--- config.mk ---
export PLATFORM = sky130hd
export DESIGN_NAME = pipe_nco_acc
export DESIGN_NICKNAME = d
export VERILOG_FILES = /design/src/rtl/pipe_nco_acc.sv
export SDC_FILE = /design/constraint.sdc
export NUM_CORES = 1
export LEC_CHECK = 0
export CORE_MARGIN = 8
export CORE_UTILIZATION = 26
export CTS_CLUSTER_DIAMETER = 80
export DETAILED_ROUTE_END_ITERATION = 8
export GPL_ROUTABILITY_DRIVEN = 0
export GPL_TIMING_DRIVEN = 1
export PLACE_DENSITY = 0.44
export SLEW_MARGIN = 20
export SYNTH_ARGS = -nofsm -noshare
export SYNTH_HDL_FRONTEND = slang
export SYNTH_SLANG_ARGS = --single-unit
--- constraint.sdc ---
create_clock -name clk -period 6 [get_ports clk]
set_input_delay 0.6 -clock clk [delete_from_list [all_inputs] [get_ports clk]]
set_output_delay 0.6 -clock clk [all_outputs]
set_load 0.01 [all_outputs]
--- src/rtl/pipe_nco_acc.sv ---
// Carry-pipelined NCO phase accumulator: SEG_W-bit segments with registered inter-segment carries.
// Optional macro PIPE_NCO_ACC_OUTREG_EN adds one output register stage (latency NSEG+1).
module pipe_nco_acc #(
    parameter int WIDTH = 32,
    parameter int SEG_W = 8
) (
    input  logic             clk,
    input  logic             rst,
    input  logic             ena,
    input  logic [WIDTH-1:0] inc,
    input  logic             load,
    input  logic [WIDTH-1:0] load_val,
    output logic [WIDTH-1:0] phase,
    output logic             phase_vld,
    output logic             wrap
);
    localparam int NSEG = WIDTH / SEG_W;

    logic [NSEG-1:0]  carry_vec;
    logic [WIDTH-1:0] phase_d;
    logic [NSEG-1:0]  vld_p;
    logic             vld_d;
    logic             wrap_d;

    genvar k;
    generate
        for (k = 0; k < NSEG; k++) begin : g_seg
            logic [SEG_W-1:0] inc_k;
            logic [SEG_W-1:0] val_k;
            logic             ena_k;
            logic             load_k;
            logic             cin;
            logic [SEG_W-1:0] seg_q;
            logic             carry_r;
            logic [SEG_W:0]   sum_k;

            // Segment k runs k cycles behind the LSB segment so that it meets the carry it needs.
            if (k == 0) begin : g_noskew
                assign inc_k  = inc[SEG_W-1:0];
                assign val_k  = load_val[SEG_W-1:0];
                assign ena_k  = ena;
                assign load_k = load;
                assign cin    = 1'b0;
            end else begin : g_skew
                logic [SEG_W-1:0] inc_p [k];
                logic [SEG_W-1:0] val_p [k];
                logic [k-1:0]     ena_p;
                logic [k-1:0]     load_p;

                always_ff @(posedge clk or posedge rst) begin
                    if (rst) begin
                        for (int i = 0; i < k; i++) begin
                            inc_p[i] <= '0;
                            val_p[i] <= '0;
                        end
                        ena_p  <= '0;
                        load_p <= '0;
                    end else begin
                        inc_p[0]  <= inc[k*SEG_W +: SEG_W];
                        val_p[0]  <= load_val[k*SEG_W +: SEG_W];
                        ena_p[0]  <= ena;
                        load_p[0] <= load;
                        for (int i = 1; i < k; i++) begin
                            inc_p[i]  <= inc_p[i-1];
                            val_p[i]  <= val_p[i-1];
                            ena_p[i]  <= ena_p[i-1];
                            load_p[i] <= load_p[i-1];
                        end
                    end
                end

                assign inc_k  = inc_p[k-1];
                assign val_k  = val_p[k-1];
                assign ena_k  = ena_p[k-1];
                assign load_k = load_p[k-1];
                assign cin    = carry_vec[k-1];
            end

            assign sum_k = {1'b0, seg_q} + {1'b0, inc_k} + {{SEG_W{1'b0}}, cin};

            // A carry is cleared on idle/load cycles so a stale carry never leaks into a later add.
            always_ff @(posedge clk or posedge rst) begin
                if (rst) begin
                    seg_q   <= '0;
                    carry_r <= 1'b0;
                end else if (load_k) begin
                    seg_q   <= val_k;
                    carry_r <= 1'b0;
                end else if (ena_k) begin
                    {carry_r, seg_q} <= sum_k;
                end else begin
                    carry_r <= 1'b0;
                end
            end

            assign carry_vec[k] = carry_r;

            if (k == NSEG - 1) begin : g_nodeskew
                assign phase_d[k*SEG_W +: SEG_W] = seg_q;
            end else begin : g_deskew
                logic [SEG_W-1:0] out_p [NSEG-1-k];

                always_ff @(posedge clk or posedge rst) begin
                    if (rst) begin
                        for (int i = 0; i < NSEG - 1 - k; i++) begin
                            out_p[i] <= '0;
                        end
                    end else begin
                        out_p[0] <= seg_q;
                        for (int i = 1; i < NSEG - 1 - k; i++) begin
                            out_p[i] <= out_p[i-1];
                        end
                    end
                end

                assign phase_d[k*SEG_W +: SEG_W] = out_p[NSEG-2-k];
            end
        end
    endgenerate

    always_ff @(posedge clk or posedge rst) begin
        if (rst) begin
            vld_p <= '0;
        end else begin
            vld_p[0] <= ena | load;
            for (int i = 1; i < NSEG; i++) begin
                vld_p[i] <= vld_p[i-1];
            end
        end
    end

    assign vld_d  = vld_p[NSEG-1];
    assign wrap_d = carry_vec[NSEG-1];

`ifdef PIPE_NCO_ACC_OUTREG_EN
    always_ff @(posedge clk or posedge rst) begin
        if (rst) begin
            phase     <= '0;
            phase_vld <= 1'b0;
            wrap      <= 1'b0;
        end else begin
            phase     <= phase_d;
            phase_vld <= vld_d;
            wrap      <= wrap_d;
        end
    end
`else
    assign phase     = phase_d;
    assign phase_vld = vld_d;
    assign wrap      = wrap_d;
`endif

endmodule

After elaboration in Yosys (flattened, before gate mapping)
Index checks and enable logic that the tools add are counted.
Cells by class
  reductions and logical operators: 4
  add/subtract/negate cells: 7
  bitwise operators: 1
  mux-type cells: 16
Operators with widths (number)
  2-to-1 mux 8 bit: 8
  adder 8 x 8 -> 9 bit: 4
  adder 9 x 1 -> 9 bit: 3
  2-to-1 mux 1 bit: 8
  nonzero test 2 bit: 4
  OR 1 bit: 1
Storage, ports and cells
  register bits after elaboration: 196
  input port bits: 68
  word-level logic and storage cells: 61
  output and inout bits: 34

Longest topological paths before layout
  word-level depth: 4
  depth in mapped cells: 8
  mapped depth without buffers: 8

Worst setup path after synthesis
Ideal clock, no wire load.
  kind: register to register
  from: reg g_seg[3].seg_q[0]
  to: reg g_seg[3].seg_q[6]
  clock period less this slack: 2.116 ns
  data required time: 5.931 ns
  setup slack: 3.884 ns
  arrival: 2.047 ns
  setup time: 0.069 ns
  stages on the path, launching flop included: 9
  buffers on the path: 0
  cell sequence: dfrtp_1 > fa_1 > inv_1 > fa_1 > nor2b_4 > o31a_1 > o21a_1 > or3_1 > nand3_1
Between the ends
  word-level cells in the longest chain between the ends: 4
Ends and longest elaborated chain
  start, declared: RTL line 33  | logic [SEG_W-1:0] seg_q;
  start signal, assigned: RTL line 87  | seg_q <= val_k;
  start signal, assigned: RTL line 90  | {carry_r, seg_q} <= sum_k;
  adder 8 x 8 -> 9 bit: RTL line 79  | assign sum_k = {1'b0, seg_q} + {1'b0, inc_k} + {{SEG_W{1'b0}}, cin};
  adder 9 x 1 -> 9 bit: RTL line 79
  2-to-1 mux 8 bit: RTL line 89  | end else if (ena_k) begin
  2-to-1 mux 8 bit: RTL line 86  | end else if (load_k) begin
No other way between the ends. The select of a mux whose other input is x is not followed.
A chain may end at the register's enable or synchronous reset.

Final worst setup path
  from: reg g_seg[1].seg_q[0]
  to: reg g_seg[1].carry_r
Between the ends
  word-level cells in the longest chain between the ends: 4
Ends and longest elaborated chain
  start, declared: RTL line 33
  start signal, assigned: RTL line 87
  start signal, assigned: RTL line 90
  adder 8 x 8 -> 9 bit: RTL line 79
  adder 9 x 1 -> 9 bit: RTL line 79
  2-to-1 mux 1 bit: RTL line 89
  2-to-1 mux 1 bit: RTL line 86
  end signal, assigned: RTL line 90
  end, declared: RTL line 34  | logic carry_r;
No other way between the ends.

==> flow_results.xml <==
<?xml version="1.0" encoding="UTF-8"?>
<metrics>
  <group name="cts">
    <metric name="cts_max_level" unit="">4</metric>
    <metric name="clock_latency" unit="ns">0.42</metric>
    <metric name="cts_setup_buffers" unit="">0</metric>
    <metric name="cts-hold-fix-buffers" unit="">0</metric>
    <metric name="ctsRootBufferMaster" unit="">sky130_fd_sc_hd__clkbuf_16</metric>
    <metric name="cts_sinks" unit="">190</metric>
    <metric name="clk_pin_slew_worst_paths" unit="ns">0.07</metric>
    <metric name="tritoncts.num_buffers" unit="">17</metric>
    <metric name="cts.repair.resized" unit="">0</metric>
    <metric name="deepest_clock_path_buffer_count" unit="">2</metric>
    <metric name="tritoncts_clock_tree" unit="">built</metric>
  </group>
  <group name="yosys">
    <metric name="synthesis.instances" unit="">498</metric>
    <metric name="syn_nets" unit="">602</metric>
    <metric name="average_cell_area_after_synthesis" unit="µm²">13.86</metric>
    <metric name="synth_area" unit="mm²">0.006903</metric>
    <metric name="yosys_warnings" unit="">0</metric>
    <metric name="synth-xor-area-share" unit="%">0.1269</metric>
    <metric name="synth.distinct_cells" unit="">36</metric>
    <metric name="seq_area_frac_synth" unit="%">68.88</metric>
    <metric name="synth.mux.area_fraction" unit="%">2.103</metric>
    <metric name="synth_compound_area_share" unit="%">9.679</metric>
    <metric name="synth_simple_gate_area_share" unit="%">8.428</metric>
    <metric name="ys_seq_elements" unit="">190</metric>
    <metric name="main_combinational_cell_family_by_area_after_synthesis" unit="">compound AO/OA/AOI/OAI gates</metric>
    <metric name="fraction_of_the_mapped_netlist_area_in_adder_cells" unit="%">7.287</metric>
  </group>
  <group name="critical_path">
    <metric name="timing.setup.critical_path_class" unit="">register to register</metric>
    <metric name="cpMaxStageDelayCell" unit="">sky130_fd_sc_hd__a2111oi_1</metric>
    <metric name="setup.worst_path.start_class" unit="">register</metric>
    <metric name="crit-reg2reg-capture" unit="">g_seg[1].carry_r$_DFF_PP0_</metric>
    <metric name="crit_top_cell" unit="">sky130_fd_sc_hd__fa_1</metric>
    <metric name="critical-path-max-stage-delay" unit="ns">0.43</metric>
    <metric name="critPathMaxFanout" unit="">3</metric>
    <metric name="end_kind" unit="">register</metric>
    <metric name="cp_data_arrival_time" unit="ns">2.54</metric>
    <metric name="timing.critical_path.cells" unit="">fa_1 -&gt; inv_1 -&gt; fa_1 -&gt; nor2b_4 -&gt; o31a_1 -&gt; o21a_1 -&gt; o21ai_0 -&gt; a2111oi_1</metric>
    <metric name="worst_r2r_startpoint" unit="">g_seg[1].seg_q[0]$_DFFE_PP0P_</metric>
    <metric name="crit_required" unit="ns">6.27</metric>
    <metric name="setup.reg_to_reg.worst_slack" unit="ns">3.73</metric>
    <metric name="rr_worst_depth" unit="">8</metric>
    <metric name="critPathBufInv" unit="">1</metric>
    <metric name="critical-path-top-delay-family" unit="">compound AO/OA/AOI/OAI gates</metric>
  </group>
  <group name="hold_path">
    <metric name="hp-class" unit="">register to register</metric>
    <metric name="hold_path_startpoint" unit="">g_seg[3].g_skew.val_p[20]$_DFF_PP0_</metric>
    <metric name="timing.hold.worst_endpoint" unit="">g_seg[3].g_skew.val_p[12]$_DFF_PP0_</metric>
    <metric name="holdPathStages" unit="">0</metric>
  </group>
  <group name="grt">
    <metric name="grt_start_max_net_pins" unit="">142</metric>
    <metric name="grt-ovfl-total" unit="">0</metric>
    <metric name="first_global_vias" unit="">4343</metric>
    <metric name="number_of_antenna_violations_at_the_first_check_in_global_routing" unit="">0</metric>
    <metric name="grt_first_pass_wirelength" unit="mm">22.52</metric>
    <metric name="grt_usage" unit="%">8.998</metric>
  </group>
  <group name="timing">
    <metric name="fin_hold_ws" unit="ns">0.3446</metric>
    <metric name="final.setup_skew" unit="ns">0.01296</metric>
    <metric name="drv_slew" unit="">0</metric>
    <metric name="finalCriticalPeriod" unit="ns">2.272</metric>
    <metric name="timing_worst_slew_pin_value" unit="ns">0.9579</metric>
    <metric name="finalSetupTns" unit="ns">0</metric>
    <metric name="layout_worst_path_cycle_share" unit="%">37.87</metric>
    <metric name="max_freq" unit="MHz">440.0</metric>
    <metric name="relSlewSlack" unit="%">36.14</metric>
    <metric name="grt_setup_unrepaired" unit="">no</metric>
    <metric name="timing.final.hold_violations" unit="">0</metric>
    <metric name="setup_failing_eps_final" unit="">0</metric>
  </group>
  <group name="final_layout">
    <metric name="antenna_cells_inserted" unit="">0</metric>
    <metric name="syn_to_final_growth" unit="%">27.79</metric>
    <metric name="final_net_count" unit="">696</metric>
    <metric name="layout-drive-gt1-share" unit="%">7.107</metric>
  </group>
  <group name="routing">
    <metric name="initialDrtViolationCount" unit="">247</metric>
    <metric name="vias" unit="">3982</metric>
    <metric name="routed_wl" unit="mm">13.69</metric>
    <metric name="drtAntennaViolNets" unit="">0</metric>
    <metric name="vias_per_cell" unit="">4.236</metric>
    <metric name="wire_per_inst" unit="µm">14.57</metric>
    <metric name="detail_route.first_pass.iterations" unit="">4</metric>
    <metric name="detail_route.drc_violations" unit="">0</metric>
  </group>
  <group name="floorplan">
    <metric name="die_x" unit="µm">178.9</metric>
    <metric name="num_rows" unit="">59</metric>
    <metric name="placeableCoreArea" unit="mm²">0.02606</metric>
    <metric name="start_util" unit="%">26.49</metric>
    <metric name="die_height" unit="µm">178.9</metric>
    <metric name="die_area" unit="mm²">0.03202</metric>
    <metric name="design.portCount" unit="">102</metric>
  </group>
  <group name="outcome">
    <metric name="run_status" unit="">completed</metric>
  </group>
  <group name="power_and_ir_drop">
    <metric name="cellLeakagePower" unit="µW">0.003837</metric>
    <metric name="vdd_drop_max" unit="µV">136.3</metric>
    <metric name="power_per_cell_area" unit="mW/mm²">354.7</metric>
  </group>
  <group name="job">
    <metric name="max-cap-violations" unit="">0</metric>
  </group>
  <group name="placement">
    <metric name="dp_hpwl" unit="mm">9.541</metric>
    <metric name="count_of_input_and_output_buffers" unit="">101</metric>
  </group>
</metrics>
layer usage:
| metal | up-vias | track usage, % | share of wire [%] |
|---|---|---|---|
| met4 | 0 | 3.617 | 1.3 |
| met1 | 1988 | 10.44 | 43 |
| met5 | - | 0 | 0 |
| li1 | 1913 | - | - |
| met2 | 70 | 15.16 | 52 |
| met3 | 11 | 2.928 | 4.4 |
synthesized netlist by cell type:
| library cell | number | area (µm²) |
|---|---|---|
| sky130_fd_sc_hd__o31ai_1 | 1 | 7.510 |
| sky130_fd_sc_hd__o21ai_0 | 29 | 145.1 |
| sky130_fd_sc_hd__o21bai_1 | 3 | 22.52 |
| sky130_fd_sc_hd__and2b_2 | 3 | 26.28 |
| sky130_fd_sc_hd__a2111oi_1 | 2 | 20.02 |
| sky130_fd_sc_hd__o211ai_1 | 5 | 37.54 |
| sky130_fd_sc_hd__nor4_1 | 6 | 37.54 |
| sky130_fd_sc_hd__buf_4 | 16 | 120.1 |
| sky130_fd_sc_hd__nor2b_1 | 5 | 31.28 |
| sky130_fd_sc_hd__a211oi_1 | 9 | 67.56 |
| sky130_fd_sc_hd__a2bb2oi_1 | 2 | 17.52 |
| sky130_fd_sc_hd__nor2_1 | 19 | 71.32 |
| sky130_fd_sc_hd__nand3b_1 | 4 | 30.03 |
| sky130_fd_sc_hd__buf_1 | 1 | 3.750 |
| sky130_fd_sc_hd__a21oi_1 | 25 | 125.1 |
| sky130_fd_sc_hd__xnor2_1 | 1 | 8.760 |
| sky130_fd_sc_hd__clkinv_1 | 3 | 11.26 |
| sky130_fd_sc_hd__nand4b_1 | 12 | 105.1 |
| sky130_fd_sc_hd__mux2_2 | 4 | 45.04 |
| sky130_fd_sc_hd__buf_2 | 4 | 20.02 |
| sky130_fd_sc_hd__mux2i_1 | 10 | 100.1 |
| sky130_fd_sc_hd__or3_1 | 5 | 31.28 |
| sky130_fd_sc_hd__a21o_1 | 10 | 75.07 |
| sky130_fd_sc_hd__nor3_1 | 7 | 35.03 |
| sky130_fd_sc_hd__nor2b_4 | 4 | 55.05 |
| sky130_fd_sc_hd__clkbuf_1 | 6 | 22.52 |
| sky130_fd_sc_hd__fa_1 | 7 | 140.1 |
| sky130_fd_sc_hd__nand2_1 | 33 | 123.9 |
| sky130_fd_sc_hd__inv_1 | 17 | 63.81 |
| sky130_fd_sc_hd__a22oi_1 | 5 | 37.54 |
| sky130_fd_sc_hd__ha_1 | 29 | 362.9 |
| sky130_fd_sc_hd__o31a_1 | 4 | 35.03 |
| sky130_fd_sc_hd__a221o_1 | 1 | 10.01 |
| sky130_fd_sc_hd__dfrtp_1 | 190 | 4755 |
| sky130_fd_sc_hd__o21a_1 | 9 | 67.56 |
| sky130_fd_sc_hd__nand3_1 | 7 | 35.03 |
through the flow:
stage	setup slack [ns]	power (µW)	cell area [µm²]	utilization, %	instances
final	3.728	3129	8821	33.85	940
after global routing	3.586	3302	8821	33.85	940
after CTS	3.731	3191	8821	33.85	940
after detailed placement	3.406	1955	8182	31.40	908
after global placement	3.480	1947	8182	31.40	908
after floorplan	0.2295	1776	6903	-	498
how the worst max path moves through the flow:
| stage | start | endpoint | slack [ns] | cells past startpoint |
|---|---|---|---|---|
| final | g_seg[1].seg_q[0]$_DFFE_PP0P_ | g_seg[1].carry_r$_DFF_PP0_ | 3.73 | 8 |
| after global routing | g_seg[2].seg_q[0]$_DFFE_PP0P_ | g_seg[2].carry_r$_DFF_PP0_ | 3.59 | 8 |
| after CTS | g_seg[2].seg_q[0]$_DFFE_PP0P_ | g_seg[2].carry_r$_DFF_PP0_ | 3.73 | 8 |
| after detailed placement | rst | phase[8]$_DFF_PP0_ | 3.41 | 3 |
| after global placement | rst | g_seg[1].seg_q[0]$_DFFE_PP0P_ | 3.48 | 3 |
| after floorplan | rst | g_seg[0].carry_r$_DFF_PP0_ | 0.23 | 1 |
placed cells by master, fill, tap and decap left out, types with 6 or more instances in the layout:
master and count:
sky130_fd_sc_hd__a211oi_1 9, sky130_fd_sc_hd__a21o_1 10, sky130_fd_sc_hd__a21oi_1 25, sky130_fd_sc_hd__clkbuf_16 17
sky130_fd_sc_hd__clkdlybuf4s50_1 101, sky130_fd_sc_hd__dfrtp_1 190, sky130_fd_sc_hd__fa_1 7, sky130_fd_sc_hd__ha_1 29
sky130_fd_sc_hd__inv_1 16, sky130_fd_sc_hd__mux2i_1 10, sky130_fd_sc_hd__nand2_1 33, sky130_fd_sc_hd__nand3_1 7
sky130_fd_sc_hd__nand4b_1 12, sky130_fd_sc_hd__nor2_1 19, sky130_fd_sc_hd__nor3_1 7, sky130_fd_sc_hd__nor4_1 6
sky130_fd_sc_hd__o21a_1 9, sky130_fd_sc_hd__o21ai_0 29
state kept, by name (all words and copies together) (netlist names), 4 cells and up:
name / flops
g_seg.val_k: 16
g_seg.g_skew.val_p: 32
g_seg.inc_k: 16
g_seg.g_deskew.out_p: 32
g_seg.g_skew.inc_p: 32
phase: 16
vld_p: 4
g_seg.seg_q: 32
layout make-up:
class	instances	area (µm²)
Fill cell	2555	17240
Clock buffer	21	460.4
Inverter	20	82.58
Clock inverter	11	178.9
Timing Repair Buffer	102	1018
Tap cell	335	419.2
Sequential cell	190	4755
Multi-Input combinational cell	261	1907
cell families (layout without fill, tap and decap cells):
family	count (synthesis)	after routing
flops	190	190
compound gates	105	105
simple gates	105	105
buf+inv	47	154
fa+ha+maj	36	36
mux	14	14
xor+xnor	1	1
report_power, final:
group          total (µW)  switching, µW  internal, µW
sequential           1470           67.5          1400
clock                1210            477           728
combinational         454            219           234
No activity file was read; power rests on OpenSTA's default activity.
